<file path="src/rtl/if_fetch_stage.sv">
// Instruction fetch stage: PC register, instruction-memory address, and the IF/ID pipeline register.
// Define IF_FETCH_PERF_CNT_EN to add the saturating fetch_cnt/stall_cnt performance counters.
module if_fetch_stage #(
  parameter logic [31:0] RESET_PC = 32'd4,
  parameter logic [31:0] PC_STEP  = 32'd4
) (
  input  logic        clk,
  input  logic        rst,
  input  logic        stall,
  input  logic        flush,
  input  logic        branch_taken,
  input  logic [31:0] branch_target,
  output logic [31:0] imem_addr,
  input  logic [31:0] imem_instr,
  output logic [31:0] ifid_instr,
  output logic [31:0] ifid_pc4,
  output logic        ifid_valid
`ifdef IF_FETCH_PERF_CNT_EN
  ,
  output logic [15:0] fetch_cnt,
  output logic [15:0] stall_cnt
`endif
);

  logic [31:0] pc_q;
  logic [31:0] pc_next;
  logic [31:0] pc_plus;
  logic        squash;
  logic        load;

  // imem_addr is straight from the register, so control inputs never reach it combinationally.
  assign imem_addr = pc_q;
  assign pc_plus   = pc_q + PC_STEP;
  assign squash    = flush | branch_taken;
  assign load      = ~squash & ~stall;

  always_comb begin
    pc_next = pc_plus;
    if (branch_taken) begin
      pc_next = {branch_target[31:2], 2'b00};
    end else if (stall) begin
      pc_next = pc_q;
    end
  end

  always_ff @(posedge clk) begin
    if (rst) begin
      pc_q <= RESET_PC;
    end else begin
      pc_q <= pc_next;
    end
  end

  always_ff @(posedge clk) begin
    if (rst || squash) begin
      ifid_instr <= 32'h0000_0000;
      ifid_pc4   <= 32'h0000_0000;
      ifid_valid <= 1'b0;
    end else if (load) begin
      ifid_instr <= imem_instr;
      ifid_pc4   <= pc_plus;
      ifid_valid <= 1'b1;
    end
  end

`ifdef IF_FETCH_PERF_CNT_EN
  // Both counters stick at all-ones rather than wrapping.
  always_ff @(posedge clk) begin
    if (rst) begin
      fetch_cnt <= 16'h0000;
      stall_cnt <= 16'h0000;
    end else begin
      if (load && fetch_cnt != 16'hFFFF) begin
        fetch_cnt <= fetch_cnt + 16'd1;
      end
      if (stall && stall_cnt != 16'hFFFF) begin
        stall_cnt <= stall_cnt + 16'd1;
      end
    end
  end
`endif

endmodule

</file>
<file path="config.mk">
export PLATFORM = sky130hd
export DESIGN_NAME = if_fetch_stage
export DESIGN_NICKNAME = d
export VERILOG_FILES = /design/src/rtl/if_fetch_stage.sv
export SDC_FILE = /design/constraint.sdc
export NUM_CORES = 1
export LEC_CHECK = 0
export CORE_ASPECT_RATIO = 0.5
export CORE_MARGIN = 8
export CORE_UTILIZATION = 40
export CTS_CLUSTER_DIAMETER = 120
export DETAILED_ROUTE_END_ITERATION = 8
export PLACE_DENSITY = 0.74
export REMOVE_ABC_BUFFERS = 1
export SLEW_MARGIN = 25
export SYNTH_ARGS = -nofsm -noshare
export SYNTH_HDL_FRONTEND = slang
export SYNTH_SLANG_ARGS = --single-unit
export TNS_END_PERCENT = 1
</file>
<file path="constraint.sdc">
create_clock -name clk -period 2.5 [get_ports clk]
set_input_delay 0.625 -clock clk [delete_from_list [all_inputs] [get_ports clk]]
set_output_delay 0.625 -clock clk [all_outputs]
set_load 0.005 [all_outputs]
</file>
# Word level (Yosys, flattened, before mapping)

Cells that the tools add are included.

Equality and inequality tests: 1
Reduce and logical (&&, ||, !) cells: 2
Bitwise operators: 4
Add/subtract/negate cells: 1
Multiplexer cells: 2

Operators with widths:

| operator                | number |
|---|---|
| $mux W32                | 2 |
| $add A32 B3 Y32 const B | 1 |
| $ne A2 B1 Y1 const B    | 1 |
| $not A1 Y1              | 2 |
| $reduce_or A2 Y1        | 1 |
| $and A1 B1 Y1           | 1 |
| $logic_or A1 B1 Y1      | 1 |
| $or A1 B1 Y1            | 1 |

Input bits: 69
Output and inout bits: 97
Register bits: 97
Logic and storage cells: 15

# Logic depth before layout (Yosys ltp)

Word-level depth: 3
Depth in mapped cells: 7

# Least setup slack after synthesis

No wires, ideal clock.

Kind: reg2reg
Start point: register pc_q[2] (netlist: imem_addr[2])
End point: register pc_q[30] (netlist: imem_addr[30])
Library setup time: 0.091 ns
Arrival time: 1.876 ns
Data required time: 2.409 ns
Cell stages (with the launch flop): 7
Slack: 0.533 ns
Path through: dfxtp_1 -> ha_1 -> nand4_2 -> nor3_4 -> nand3_1 -> or4_1 -> a311oi_1

Cells in the longest elaborated chain, start to end: 3

Ends and longest elaborated chain:

| element                | line | source |
|---|---|---|
| from (decl)            | 25   | `logic [31:0] pc_q;` |
| from (signal assigned) | 50   | `pc_q <= pc_next;` |
| $add A32 B3 Y32        | 33   | `assign pc_plus = pc_q + PC_STEP;` |
| $mux W32               | 41   | `end else if (stall) begin` |
| $mux W32               | 39   | `if (branch_taken) begin` |

Every way passes these cells. The select of a mux whose other input is x is not followed.
A chain may end at the register's enable or synchronous reset.

# Worst setup path after layout

Start point: register pc_q[7] (netlist: imem_addr[7])
End point: output port imem_addr[7]

RTL lines:

| element   | line | source |
|---|---|---|
| to (decl) | 13   | `output logic [31:0] imem_addr,` |

No word-level cell between the ends.

==> impl_results.md <==
* CP max-delay cell: clkdlybuf4s50_1
* Via count at 4006
* Worst hold path class: flop to flop
* DR pass1 iterations at 4
* Critical path class: flop to primary output
* Power Density at 612.5 nW/µm²
* Post-Synthesis Cells at 462
* Vias per cell at 5.271
* Startpoint type of the worst setup path: flop
* Worst min-delay path endpoint: ifid_valid
* F_max at 471.9 MHz
* EDFF count, synth at 0
* All-Layer GR Usage at 17.80%
* Top FF cell, synth: dfxtp_1
* Num CTS Buffers at 9
* Yosys reg bits at 93
* Sequential area share after synthesis at 43.74%
* Outcome: finished clean
* Leak at 2.311 nW
* Commonest non-fill, non-tap cell in the layout: clkdlybuf4s50_1
* Max_slew headroom at 59.67%
* Layout Skew at 0.004412 ns
* ANT nets after route at 0
* P&R area growth vs syn at 51.73%
* R2R Setup Slk at 0.47 ns
* H-tree levels at 3
* R2R depth at 6
* Nets@finish at 685
* CP Data Required Time at 1.88 ns
* Die H at 88.95 µm
* Clock Sinks at 93
* PostCTS Resize Cnt at 0
* GR Overflow Total at 0
* Cell Area, Synth at 4257 µm²
* Floorplan row count at 26
* Finished Core Util at 62.83%
* Ratio of cells with drive above 1 in the final layout at 15.16%
* Setup WS post-layout at 0.3811 ns
* Die X at 161.9 µm
* Initial core utilization at 41.41%
* Post-CTS Hold Fix Bufs at 0
* Hold Startpoint: ifid_valid
* CTS tree: yes
* Maximum fanout along the worst path at 9
* CTS Buffer Depth at 2
* Asr flop ratio synth at 0%
* Largest net degree at the start of global routing at 34
* DR DRC count at 0
* Commonest cells after routing, fill and taps aside: clkdlybuf4s50_1, dfxtp_1, nor2_1, a21oi_1, o221a_2
* MaxCap Viol Count at 0
* FF-to-FF Start: imem_addr[7]
* Yosys warning total at 0
* Synth cell types at 45
* Minimum clock period at 2.119 ns
* Worst slew pin tran at 0.6027 ns
* Worst Setup SP: imem_addr[7]
* R2r endpoint: imem_addr[26]
* Crit end category: primary output
* Vias in the first global route at 3864
* Worst EP arrival at 1.49 ns
* Post-CTS Setup Bufs at 0
* Multi-input gate area at 2182 µm²
* IO Count at 166
* Worst slack, placed at 0.1757 ns
* Worst-Skew Late Latency at 0.33 ns
* PortBufs at 159
* Antenna violations before repair at 0
* Clk slew on worst S/H paths at 0.06 ns
* DR iter-0 viols at 337
* Clk root buf: clkbuf_16
* Avg Inst Size Synth at 9.213 µm²
* Gpl congestion at 0.7983
* Peak VDD IR at 0.3891 mV
* Register area at 1862 µm²
* Area of the die at 14400 µm²
* Hpwl dp at 9500 µm
* RSZ-0062 raised after global routing: no
* Final setup violation count at 0
* Final Cycle Share at 84.76%
* Core ar. at 10280 µm²
* Hold depth at 2
* Delay-heaviest family, CP: buffers and inverters
* Critical Path Max Stage Delay at 0.61 ns
* WL final at 13170 µm
* Routed wire length per instance at 17.32 µm
* Final Max Slew Viols at 0
* First-pass GRT wire length at 20710 µm
* Hold Vio Cnt, Final at 0
* Cells along the critical path: clkdlybuf4s50_1
* CP bufs+invs at 1
* Fillers at 886
* N_diodes at 0
[worst max-delay path by stage]
stage | to | slack, ns | depth (start not counted)
5_1_grt | imem_addr[27] | 0.30 | 6
6_report | imem_addr[7] | 0.38 | 1
4_1_cts | imem_addr[7] | 0.35 | 1
2_1_floorplan | ifid_pc4[16] | -1.36 | 3
3_3_place_gp | imem_addr[31] | 0.20 | 7
3_5_place_dp | imem_addr[31] | 0.18 | 7
[metal layers]
| metal | global-route usage, % | wire [µm] |
|---|---|---|
| met1 | 22.68 | 6151 |
| met5 | 0 | 0 |
| met3 | 3.814 | 623 |
| met2 | 30.06 | 6260 |
| met4 | 5.421 | 131 |
[cell type report]
| type | instances | area share (%) |
|---|---|---|
| multi-input combinational | 319 | 33.79 |
| tap | 140 | 2.712 |
| sequential | 93 | 28.83 |
| inverter | 6 | 0.3487 |
| clock inverter | 7 | 2.867 |
| timing repair buffer | 186 | 27.97 |
| clock buffer | 9 | 3.487 |
[state kept, by name (all words and copies together) (netlist names)]
signal and count:
ifid_instr 32, ifid_pc4 30, imem_addr 30, ifid_valid 1
[power breakdown]
group	switching [mW]	internal, mW	leakage, nW
logic	0.198	0.292	1.35
registers	0.0664	1.54	0.762
clock network	0.577	1.28	0.200
total	0.842	3.11	2.31
[cells in the mapped netlist, types with 6 or more instances]
master,count,area [µm²]
a211oi_1,22,165.2
buf_2,9,45.04
nor2_1,43,161.4
nand3_1,20,100.1
nand2_1,17,63.81
o21ai_0,30,150.1
clkbuf_1,31,116.4
xnor2_1,26,227.7
dfxtp_1,93,1862
inv_1,6,22.52
nand4_1,14,87.58
xor2_1,26,227.7
a21oi_1,34,170.2
o221a_2,34,382.9
[logic make-up (layout without fill, tap and decap cells)]
kind of cell,Yosys count,after routing,share of synthesized area (%)
other cells,1,4,0.08810
compound gates,126,126,21.46
mux,2,2,0.4703
simple gates,134,134,17.75
fa+ha+maj,1,1,0.2939
buf+inv,53,208,5.496
xor+xnor,52,52,10.70
flops,93,93,43.74
[per-stage QoR]
stage          std cells  hold WS (ns)  TNS, ns  cell area (µm²)  total power, mW
2_1_floorplan        418        0.4604   -79.92             4056            1.800
3_3_place_gp         744        0.4545        0             6048            2.127
3_5_place_dp         744        0.4818        0             6048            2.132
4_1_cts              760        0.4978        0             6459            3.987
5_1_grt              760        0.5497        0             6459            4.087
6_report             760        0.4987        0             6459            3.956
Power figures use the tool's default switching activity.
